### src/rtl/seq_alu.sv
// seq_alu: valid/ready ALU with an accumulator operand, shifts and result/flag registers.
// Define SEQ_ALU_MUL_EN to build opcode 11 as a shift-add multiplier; without it opcode 11 is illegal.
module seq_alu #(
    parameter int WIDTH = 4,
    parameter int SHW   = $clog2(WIDTH)
) (
    input  logic             clk,
    input  logic             rst,
    input  logic             in_valid,
    output logic             in_ready,
    input  logic [3:0]       in_op,
    input  logic             in_acc,
    input  logic [WIDTH-1:0] in_a,
    input  logic [WIDTH-1:0] in_b,
    output logic             out_valid,
    input  logic             out_ready,
    output logic [WIDTH-1:0] out_res,
    output logic             out_cout,
    output logic             out_ovf,
    output logic             out_zero,
    output logic             out_err
);

    // state | meaning
    // IDLE  | no result held, ready for a request
    // BUSY  | multiplier iterating, request inputs ignored
    // DONE  | result registers hold an unconsumed result
    typedef enum logic [1:0] {
        S_IDLE = 2'd0,
        S_BUSY = 2'd1,
        S_DONE = 2'd2
    } state_t;

    state_t           state_q, state_d;
    logic [WIDTH-1:0] acc_q, acc_d;
    logic [WIDTH-1:0] res_q, res_d;
    logic             cout_q, cout_d;
    logic             ovf_q, ovf_d;
    logic             zero_q, zero_d;
    logic             err_q, err_d;
    logic             valid_q, valid_d;

    logic             accept;
    logic [WIDTH-1:0] op_a;
    logic [SHW-1:0]   shamt;
    logic [WIDTH:0]   sum_add;
    logic [WIDTH:0]   sum_sub;
    logic [WIDTH-1:0] alu_res;
    logic             alu_cout;
    logic             alu_ovf;
    logic             alu_err;

`ifdef SEQ_ALU_MUL_EN
    localparam int         CW     = $clog2(WIDTH + 1);
    localparam logic [3:0] OP_MUL = 4'd11;

    logic [2*WIDTH-1:0] prod_q, prod_d;
    logic [2*WIDTH-1:0] mcand_q, mcand_d;
    logic [WIDTH-1:0]   mplier_q, mplier_d;
    logic [CW-1:0]      cnt_q, cnt_d;
    logic [2*WIDTH-1:0] prod_step;
`endif

    assign in_ready  = (state_q == S_IDLE) || ((state_q == S_DONE) && out_ready);
    assign accept    = in_valid && in_ready;
    assign out_valid = valid_q;
    assign out_res   = res_q;
    assign out_cout  = cout_q;
    assign out_ovf   = ovf_q;
    assign out_zero  = zero_q;
    assign out_err   = err_q;

    // Accumulator already holds the result being consumed when a request lands in DONE.
    always_comb begin
        op_a     = in_acc ? acc_q : in_a;
        shamt    = in_b[SHW-1:0];
        sum_add  = {1'b0, op_a} + {1'b0, in_b};
        sum_sub  = {1'b0, op_a} + {1'b0, ~in_b} + {{WIDTH{1'b0}}, 1'b1};
        alu_res  = '0;
        alu_cout = 1'b0;
        alu_ovf  = 1'b0;
        alu_err  = 1'b0;
        case (in_op)
            4'd0: begin
                alu_res  = sum_add[WIDTH-1:0];
                alu_cout = sum_add[WIDTH];
                alu_ovf  = (op_a[WIDTH-1] == in_b[WIDTH-1]) && (sum_add[WIDTH-1] != op_a[WIDTH-1]);
            end
            4'd1: begin
                alu_res  = sum_sub[WIDTH-1:0];
                alu_cout = sum_sub[WIDTH];
                alu_ovf  = (op_a[WIDTH-1] != in_b[WIDTH-1]) && (sum_sub[WIDTH-1] != op_a[WIDTH-1]);
            end
            4'd2:  alu_res = ~op_a;
            4'd3:  alu_res = op_a & in_b;
            4'd4:  alu_res = op_a | in_b;
            4'd5:  alu_res = op_a ^ in_b;
            4'd6:  alu_res = {{(WIDTH-1){1'b0}}, ($signed(op_a) < $signed(in_b))};
            4'd7:  alu_res = {{(WIDTH-1){1'b0}}, (op_a == in_b)};
            4'd8:  alu_res = op_a << shamt;
            4'd9:  alu_res = op_a >> shamt;
            4'd10: alu_res = $signed(op_a) >>> shamt;
            default: alu_err = 1'b1;
        endcase
    end

    always_comb begin
        state_d = state_q;
        acc_d   = acc_q;
        res_d   = res_q;
        cout_d  = cout_q;
        ovf_d   = ovf_q;
        zero_d  = zero_q;
        err_d   = err_q;
        valid_d = valid_q;
`ifdef SEQ_ALU_MUL_EN
        prod_d    = prod_q;
        mcand_d   = mcand_q;
        mplier_d  = mplier_q;
        cnt_d     = cnt_q;
        prod_step = prod_q + (mplier_q[0] ? mcand_q : '0);

        if (accept && (in_op == OP_MUL)) begin
            state_d  = S_BUSY;
            valid_d  = 1'b0;
            prod_d   = '0;
            mcand_d  = {{WIDTH{1'b0}}, op_a};
            mplier_d = in_b;
            cnt_d    = CW'(WIDTH);
        end else
`endif
        if (accept) begin
            state_d = S_DONE;
            valid_d = 1'b1;
            res_d   = alu_res;
            cout_d  = alu_cout;
            ovf_d   = alu_ovf;
            zero_d  = (alu_res == '0);
            err_d   = alu_err;
            acc_d   = alu_res;
        end else begin
            case (state_q)
                S_DONE: begin
                    if (out_ready) begin
                        state_d = S_IDLE;
                        valid_d = 1'b0;
                    end
                end
`ifdef SEQ_ALU_MUL_EN
                // Last partial product folds straight into the result registers.
                S_BUSY: begin
                    prod_d   = prod_step;
                    mcand_d  = mcand_q << 1;
                    mplier_d = mplier_q >> 1;
                    cnt_d    = cnt_q - 1'b1;
                    if (cnt_q == CW'(1)) begin
                        state_d = S_DONE;
                        valid_d = 1'b1;
                        res_d   = prod_step[WIDTH-1:0];
                        cout_d  = |prod_step[2*WIDTH-1:WIDTH];
                        ovf_d   = 1'b0;
                        zero_d  = (prod_step[WIDTH-1:0] == '0);
                        err_d   = 1'b0;
                        acc_d   = prod_step[WIDTH-1:0];
                    end
                end
`endif
                default: ;
            endcase
        end
    end

    always_ff @(posedge clk or negedge rst) begin
        if (!rst) begin
            state_q  <= S_IDLE;
            acc_q    <= '0;
            res_q    <= '0;
            cout_q   <= 1'b0;
            ovf_q    <= 1'b0;
            zero_q   <= 1'b0;
            err_q    <= 1'b0;
            valid_q  <= 1'b0;
`ifdef SEQ_ALU_MUL_EN
            prod_q   <= '0;
            mcand_q  <= '0;
            mplier_q <= '0;
            cnt_q    <= '0;
`endif
        end else begin
            state_q  <= state_d;
            acc_q    <= acc_d;
            res_q    <= res_d;
            cout_q   <= cout_d;
            ovf_q    <= ovf_d;
            zero_q   <= zero_d;
            err_q    <= err_d;
            valid_q  <= valid_d;
`ifdef SEQ_ALU_MUL_EN
            prod_q   <= prod_d;
            mcand_q  <= mcand_d;
            mplier_q <= mplier_d;
            cnt_q    <= cnt_d;
`endif
        end
    end

endmodule

### config.mk
export PLATFORM = sky130hd
export DESIGN_NAME = seq_alu
export DESIGN_NICKNAME = d
export VERILOG_FILES = /design/src/rtl/seq_alu.sv
export SDC_FILE = /design/constraint.sdc
export NUM_CORES = 1
export LEC_CHECK = 0
export BUFFER_PORTS_ARGS = -buffer_cell sky130_fd_sc_hd__buf_4
export CAP_MARGIN = 20
export CORE_MARGIN = 3
export CORE_UTILIZATION = 45
export CTS_CLUSTER_DIAMETER = 30
export DETAILED_ROUTE_END_ITERATION = 7
export GPL_TIMING_DRIVEN = 0
export PLACE_DENSITY = 0.69
export SYNTH_ARGS = -nofsm -noshare
export SYNTH_HDL_FRONTEND = slang
export SYNTH_SLANG_ARGS = --single-unit
### constraint.sdc
create_clock -name clk -period 4.9 [get_ports clk]
set_input_delay 0.98 -clock clk [delete_from_list [all_inputs] [get_ports clk]]
set_output_delay 0.98 -clock clk [all_outputs]
set_load 0.01 [all_outputs]
==> flow_summary.json <==
{
  "outcome": "finished, final reports clean",
  "io_buffers": 26,
  "cp-end-kind": "flop",
  "critPathSlowestCell": "fa_1",
  "post-route-util_pct": 59.96,
  "synth_fa_ha_area_share_pct": 15.50,
  "synth_top_area_share_pct": 17.22,
  "regToRegSetupSlack_ns": 2.06,
  "yosysSeqAreaShare_pct": 17.22,
  "min_period_ns": 3.336,
  "drt_iter0_markers": 71,
  "synth_flop_cell": "dfrtp_1",
  "viasPerCell": 5.895,
  "finalNetCount": 223,
  "cts.reportedPaths.clkPinSlew_ns": 0.06,
  "worst_hold_path_type": "flop to flop",
  "worst_pin_slew_ns": 0.4184,
  "path_cells": "buf_4 -> mux2i_1 -> inv_1 -> ha_1 -> fa_1 -> xnor2_1 -> a21boi_0 -> a32o_1 -> a221o_1 -> mux2_2",
  "multiInputGateArea_um2": 975.9,
  "gp_congestion": 0.9320,
  "vdd_drop_max_v": 0.0002532,
  "cp-startpoint": "in_acc",
  "n_antenna_cell": 0,
  "path_max_fanout": 5,
  "cts_buffer_depth": 2,
  "maxCapViolCount": 0,
  "grt_pass1_vias": 1212,
  "grt.overflow.total": 0,
  "grt_usage_pct": 20.29,
  "ff_latch_area_um2": 225.2,
  "grt_pass1_wl_um": 5609,
  "drc": 0,
  "synth_cells": 160,
  "fin_crit_sh_pct": 68.08,
  "syn_avg_cell_area_um2": 8.172,
  "worstSetupStartpointType": "input port",
  "avgRoutedWirePerCell_um": 15.20,
  "syn_nets": 192,
  "antenna_left": 0,
  "slowest_delay_ns": 0.43,
  "fin_tns_setup_ns": 0,
  "rsz0062_at_grt": "false",
  "post-cts-setup-buffers": 0,
  "max_freq_mhz": 299.8,
  "routed_wirelength_um": 3344,
  "clk_latency_ns": 0.26,
  "die_area_um2": 3589,
  "synth_top_cell_by_area": "dfrtp_1",
  "synth_top_family_by_area": "compound AO/OA/AOI/OAI gates",
  "hold_viol_final": 0,
  "dpl-instance-area_um2": 1540,
  "cts_hold_buffers": 0,
  "critical_path_class": "input port to flop",
  "power.leakage_uw": 0.0007223,
  "worstHoldStart": "out_err",
  "r2r_start": "out_res[0]",
  "layout-drive-gt1-share_pct": 23.68,
  "cts_made_buffers": 3,
  "hold_slack_ns": 0.4836,
  "max_slew_margin_pct": 71.31,
  "syn_area_um2": 1308,
  "synth_compound_area_share_pct": 27.08,
  "io_pins": 27,
  "die_h_um": 59.91,
  "synth_seq_cells": 9,
  "synth_cell_type_count": 49,
  "hpwl_um": 2758,
  "fillerInstances": 248,
  "critical_path_arrival_ns": 3.49,
  "cts_root_buffer": "clkbuf_4",
  "power.density_nw_per_um2": 217.2,
  "synthXorXnorAreaFrac_pct": 2.679,
  "htree_levels": 1,
  "start_util_pct": 50.05,
  "drtPass1Iterations": 5,
  "synth_mux_area_share_pct": 6.603,
  "finalClockSkew_ns": 0.004412,
  "chipWidth_um": 59.91,
  "cts_resized": 0,
  "synth-simple-area-share_pct": 22.78,
  "setup_viol": 0,
  "cts_tree": "built",
  "synthArstFlopShare_pct": 100.0,
  "syn_to_final_growth_pct": 19.81,
  "fin_area_um2": 1567,
  "core.rowCount": 18,
  "grt_start_max_net_pins": 11,
  "yosys-top-cells-count": "13 x ha_1, 13 x nand2_1, 11 x nor2_1, 11 x o21ai_0, 9 x dfrtp_1",
  "drv_slew": 0,
  "antenna_found_initial": 0,
  "crit_required_ns": 5.05,
  "via_count": 1297,
  "synth_enable_flop_cells": 0,
  "yosysWarningCount": 0,
  "ys_top_cells_by_area": "dfrtp_1 17%, ha_1 12%, mux2i_1 4.6%",
  "coreArea_um2": 2613,
  "cts_sinks": 9
}
-- flip-flops by register name, indices dropped and copies added, names as in the netlist --
register and flops:
out_res 4, out_cout 1, out_err 1, out_ovf 1, out_valid 1, out_zero 1
-- logic make-up after synthesis --
logic type	after synthesis
AND/OR/NAND/NOR	56
buffers and inverters	21
XOR/XNOR	4
multiplexers	8
AO/OA/AOI/OAI	47
adder cells (fa/ha/maj)	15
flip-flops	9
-- metal layers --
metal  up-vias  GRT usage [%]  wire, um
li1        639              -         -
met1       596          30.45      1510
met2        58          30.56      1565
met4         0          3.797        31
met5         -              0         0
met3         4          3.240       236
-- worst paths after layout --
path / end / cells past startpoint
worst max-delay path: out_res[2] / 10
worst min-delay path: out_err / 2
worst max register to register: out_res[2] / 9
worst min register to register: out_err / 2
max in group asynchronous: out_res[3] / 1
min in group asynchronous: out_err / 1
-- power breakdown --
group          leakage (uW)  switching (uW)  internal (uW)
Sequential         0.000115            6.67           84.7
Combinational      0.000592             105           86.1
Clock             0.0000150            26.0           31.4
Total              0.000722             138            202
-- cell usage in the layout, fill, tap and decap left out, types with 3 or more instances in the layout --
cell type	Yosys	layout
o21ai_0	11	11
a31oi_1	5	5
nand3_1	3	3
inv_1	8	8
clkbuf_4	0	3
mux2i_1	6	6
nand2_1	13	13
a211oi_1	5	5
buf_4	0	26
or3_1	4	4
ha_1	13	13
xnor2_1	3	3
dfrtp_1	9	9
nand2b_1	6	6
nor3b_1	3	3
nor2b_1	4	4
buf_2	4	4
o31ai_1	3	3
nor3_1	7	7
nor2_1	11	11
a21oi_1	5	5
clkbuf_1	3	4
-- final cells by class --
cell class | count | share of cell area [%]
Inverter | 11 | 2.796
Buffer | 10 | 3.994
Timing Repair Buffer | 26 | 12.46
Multi-Input combinational cell | 130 | 62.30
Clock buffer | 4 | 1.677
Sequential cell | 9 | 14.38
Tap cell | 30 | 2.396
-- worst max-delay path, delay by kind of cell --
| kind | cells | cell delay, ns |
|---|---|---|
| XOR/XNOR | 1 | 0.14 |
| adder cells (fa/ha/maj) | 2 | 0.70 |
| AO/OA/AOI/OAI | 3 | 0.67 |
| buffers and inverters | 2 | 0.31 |
| multiplexers | 2 | 0.68 |
-- through the flow --
step	std cells	setup WS [ns]	total power (uW)
2_1_floorplan	160	1.804	219.8
3_3_place_gp	216	1.321	279.6
3_5_place_dp	216	1.299	282.9
4_1_cts	220	1.565	340.7
5_1_grt	220	1.396	368.8
6_report	220	1.564	340.3
No activity file was read; power rests on OpenSTA's default activity.
